--- config.mk ---
export PLATFORM = sky130hd
export DESIGN_NAME = tdm_frame_assembler
export DESIGN_NICKNAME = d
export VERILOG_FILES = /design/src/rtl/tdm_frame_assembler.sv
export SDC_FILE = /design/constraint.sdc
export NUM_CORES = 1
export LEC_CHECK = 0
export CAP_MARGIN = 30
export CORE_MARGIN = 2
export CORE_UTILIZATION = 44
export CTS_BUF_LIST = sky130_fd_sc_hd__clkbuf_8
export DETAILED_ROUTE_END_ITERATION = 10
export PLACE_DENSITY_LB_ADDON = 0.2
export RECOVER_POWER = 25
export SYNTH_ARGS = -nofsm -noshare
export SYNTH_HDL_FRONTEND = slang
export SYNTH_SLANG_ARGS = --single-unit
--- constraint.sdc ---
create_clock -name clk -period 1.91 [get_ports clk]
set_clock_uncertainty 0.2 [all_clocks]
set_input_delay 0.2865 -clock clk [delete_from_list [all_inputs] [get_ports clk]]
set_output_delay 0.2865 -clock clk [all_outputs]
set_load 0.1 [all_outputs]
--- src/rtl/tdm_frame_assembler.sv ---
`default_nettype none
// ============================================================================
// Module   : tdm_frame_assembler
// Purpose  : Collects four TDM channels into a 4-slot frame. The slot index
//            comes from an upstream round-robin sequencer. A frame is emitted
//            only after slots 0..3 are captured in order. Any out-of-order
//            step sets a sticky error flag.
// Revision : 1.0 - initial release
// ============================================================================
module tdm_frame_assembler #(
  parameter int W     = 8,
  parameter int CNT_W = 8
) (
  input  logic             clk,
  input  logic             rstN,
  input  logic             en,
  input  logic [1:0]       select,
  input  logic [W-1:0]     ch0,
  input  logic [W-1:0]     ch1,
  input  logic [W-1:0]     ch2,
  input  logic [W-1:0]     ch3,
  input  logic             clr_err,
  output logic [4*W-1:0]   frame,
  output logic             frame_valid,
  output logic             seq_err,
  output logic [CNT_W-1:0] frame_count
);

  localparam logic [0:0] c_HUNT    = 1'b0;
  localparam logic [0:0] c_COLLECT = 1'b1;

  logic [0:0]       r_state;
  logic [1:0]       r_expected;
  logic [W-1:0]     r_slot0;
  logic [W-1:0]     r_slot1;
  logic [W-1:0]     r_slot2;
  logic [4*W-1:0]   r_frame;
  logic             r_frame_valid;
  logic             r_seq_err;
  logic [CNT_W-1:0] r_frame_count;

  logic w_collect;
  logic w_match;
  logic w_capture;
  logic w_seq_err;
  logic w_complete;

  // Decode this cycle's event: in-order capture, frame completion or sequence error
  always_comb begin
    w_collect  = (r_state == c_COLLECT);
    w_match    = (select == r_expected);
    w_capture  = en && w_collect && w_match;
    w_seq_err  = en && w_collect && !w_match;
    w_complete = w_capture && (select == 2'd3);
  end

  // Alignment state and the next slot index expected from the sequencer
  always_ff @(posedge clk or negedge rstN) begin
    if (!rstN) begin
      r_state    <= c_HUNT;
      r_expected <= 2'd0;
    end else if (en) begin
      if (!w_collect) begin
        if (select == 2'd0) begin
          r_state    <= c_COLLECT;
          r_expected <= 2'd1;
        end
      end else if (w_match) begin
        r_expected <= r_expected + 2'd1;
      end else if (select == 2'd0) begin
        // An out-of-order zero is taken as the start of a fresh frame
        r_expected <= 2'd1;
      end else begin
        r_state    <= c_HUNT;
        r_expected <= 2'd0;
      end
    end
  end

  // Slot storage; slot 0 loads on every enabled select of 0 because each such
  // case begins a frame (alignment, in-order wrap or restart after a mismatch)
  always_ff @(posedge clk or negedge rstN) begin
    if (!rstN) begin
      r_slot0 <= '0;
      r_slot1 <= '0;
      r_slot2 <= '0;
    end else begin
      if (en && (select == 2'd0)) r_slot0 <= ch0;
      if (w_capture && (select == 2'd1)) r_slot1 <= ch1;
      if (w_capture && (select == 2'd2)) r_slot2 <= ch2;
    end
  end

  // Frame output register, completion pulse and frame counter; slot 3 goes straight to the frame
  always_ff @(posedge clk or negedge rstN) begin
    if (!rstN) begin
      r_frame       <= '0;
      r_frame_valid <= 1'b0;
      r_frame_count <= '0;
    end else begin
      r_frame_valid <= 1'b0;
      if (w_complete) begin
        r_frame       <= {ch3, r_slot2, r_slot1, r_slot0};
        r_frame_valid <= 1'b1;
        r_frame_count <= r_frame_count + CNT_W'(1);
      end
    end
  end

  // Sticky sequence error; a new error outranks a simultaneous clear
  always_ff @(posedge clk or negedge rstN) begin
    if (!rstN) begin
      r_seq_err <= 1'b0;
    end else if (w_seq_err) begin
      r_seq_err <= 1'b1;
    end else if (clr_err) begin
      r_seq_err <= 1'b0;
    end
  end

  assign frame       = r_frame;
  assign frame_valid = r_frame_valid;
  assign seq_err     = r_seq_err;
  assign frame_count = r_frame_count;

endmodule
`default_nettype wire

==> results.toml <==
[run_status]
result_of_the_run = "completed"

[finish]
postLayoutCellArea_um2 = 4380
synthToLayoutAreaGrowth_pct = 57.6
fin_cells = 353
finish.net_count = 312
drive_gt1_frac = 0.500
final_common_cell = "dfrtp_1"
layout_common_cells = "dfrtp_1 (66), mux2_2 (49), buf_12 (44)"
ant_diodes = 0

[route]
post_detailed_route_count_of_antenna_violating_nets = 0
top_layer = "met4"
met2_wirelength_mm = 2.76
detail_route.vias_per_cell = 5.06
route.detailed.drc = 0
detailedRoute.firstIterationViolations = 51
post_drt_wl_per_cell_um = 15.3
first_pass_iters = 4
num_vias = 1787
met3_wirelength_um = 319
route.final.wire_length_mm = 5.40
wl_met1_mm = 2.22

[timing]
post-route-min-period_ns = 1.80
timing.max_slew.rel_slack = 0.385
grt_setup_unrepaired = "no"
final.period_utilization = 0.944
final.setup.worst_slack_ns = 0.107
max_freq_mhz = 555
timing.final.hold_violations = 0
timing.final.max_slew_violations = 0
whs_ns = 0.302
tightest_slew_ns = 0.922
setup_violations = 0

[clocking]
clk_path_buf_depth = 2
cts-root-buf = "clkbuf_8"
hold_fix_buffers_cts = 1
postCtsSetupRepairBufs = 0
tritoncts.num_buffers = 9
insertion_delay_ns = 0.33
clock_sink_count = 69
cts_max_level = 3
clkTransAtPathRegs_ns = 0.07
count_of_instances_resized_after_the_clock_tree_is_built = 0
cts_tree = "yes"

[synthesis]
post_synth_num_cell_types = 29
syn-cell-area_um2 = 2780
synth.ff_latch_count = 69
postSynthCellCount = 176
synth_warnings = 0
mappedNetlistNets = 215
synth.yosys.seq_area_share = 0.622
syn-mean-instance-area_um2 = 15.8

[power_and_ir_drop]
power.static_leakage_nw = 2.06
power.density_cell_area_nw_per_um2 = 1390
vdd_drop_max_mv = 1.25

[global_route]
grt_antenna_before_repair = 0
groute.usage.overall = 0.173
grt_max_degree = 70
grt_pass1_vias = 1928
grt_pass1_wl_mm = 9.39
global_route.overflow_total = 0

[run]
timing.max_cap.violations = 0

[worst_setup_path]
required_ns = 1.93
startpoint_class = "primary input"
critical_path_class = "in2reg"
arrival_ns = 1.82
crit_fanout = 8
end_kind = "flip-flop"

[place]
detailedPlace.worstSlack_ns = -0.248
globalplace.congestion = 0.832
portBuffers = 79
placedCellCount = 336
dpl-instance-area_um2 = 4150
hpwlAfterDp_mm = 3.94

[die]
boundaryPins = 80
start_util = 0.461
floorplan.die.width_um = 83.4
fp.coreArea_um2 = 6030
dieArea_um2 = 6960
fp.dieH_um = 83.4
placement_rows = 28

[min_path]
min-delay-path-class = "reg2reg"
## kinds of logic (layout without fill, tap and decap cells)
logic type	count (synthesis)	count (layout)	synth area share
AOI/OAI and AO/OA	8	8	0.0203
xor gates and xnor gates	9	9	0.0284
adders and majority gates	1	1	0.00451
buffers and inverters	11	113	0.0279
DFF	69	69	0.622
muxes	57	57	0.242
and+or+nand+nor	21	21	0.0550
## registers in the layout, indices dropped and copies added, names as in the netlist
signal,flops
frame_count,8
frame,32
seq_err,1
r_slot2,8
frame_valid,1
r_state,1
r_slot0,8
r_slot1,8
r_expected,2
## area by class of cell
cell class | count | area, um^2
multi-input combinational | 96 | 972
inverter | 4 | 15.0
clock inverter | 5 | 73.8
tap | 75 | 93.8
clock buffer | 11 | 151
sequential | 69 | 1730
timing repair buffer | 93 | 1340
fill | 418 | 1650
## critical path, stage by stage
cell and delay, ns:
clkdlybuf4s50_1 0.53, nand2_2 0.07, or4_4 0.59, mux2_4 0.33
## routing by layer
| metal | up-vias | track usage |
|---|---|---|
| met5 | - | 0 |
| met4 | 0 | 0.0836 |
| met3 | 8 | 0.0596 |
| met2 | 50 | 0.271 |
| met1 | 908 | 0.216 |
| li1 | 821 | - |
## power breakdown
group / internal [mW] / switching (mW) / total [mW]
Clock: 0.798 / 0.518 / 1.32
Combinational: 1.07 / 1.55 / 2.62
Sequential: 1.82 / 0.313 / 2.14
Total: 3.69 / 2.38 / 6.07
## through the flow
stage	TNS (ns)	total power, mW	util
after floorplan	0	3.70	-
after global placement	-10.45	4.74	0.689
after detailed placement	-12.49	4.81	0.689
after CTS	0	6.14	0.728
after global routing	0	6.33	0.726
final	0	6.07	0.726
## worst paths after layout
path	startpoint	endpoint	slack, ns	cells after the start
worst max register to register	r_expected[0]$_DFFE_PN0P_	frame[15]$_DFFE_PN0P_	0.13	4
min in group asynchronous	rstN	frame_count[7]$_DFFE_PN0P_	0.52	3
worst min register to register	r_slot0[7]$_DFFE_PN0P_	frame[7]$_DFFE_PN0P_	0.30	1
max in group asynchronous	rstN	frame_count[2]$_DFFE_PN0P_	0.33	3
worst max-delay path	en	r_slot2[0]$_DFFE_PN0P_	0.11	4
worst min-delay path	r_slot0[7]$_DFFE_PN0P_	frame[7]$_DFFE_PN0P_	0.30	1
## cell usage after synthesis, drive strengths merged
cell type	n	area, um^2
mux2	57	672
o21a	1	7.51
o22ai	1	6.26
ha	1	12.5
nor3	3	26.3
xor2	8	70.1
nand2	4	25.0
clkbuf	1	13.8
dfrtp	69	1730
o21ai	3	15.0
buf	6	48.8
nor4	4	25.0
xnor2	1	8.76
or4	1	11.3
nor2	3	18.8
inv	4	15.0
a211o	1	8.76
a32o	1	10.0
a21o	1	8.76
nor3b	1	12.5
nand4	2	18.8
nand3	3	15.0
No activity file was read; power rests on OpenSTA's default activity.
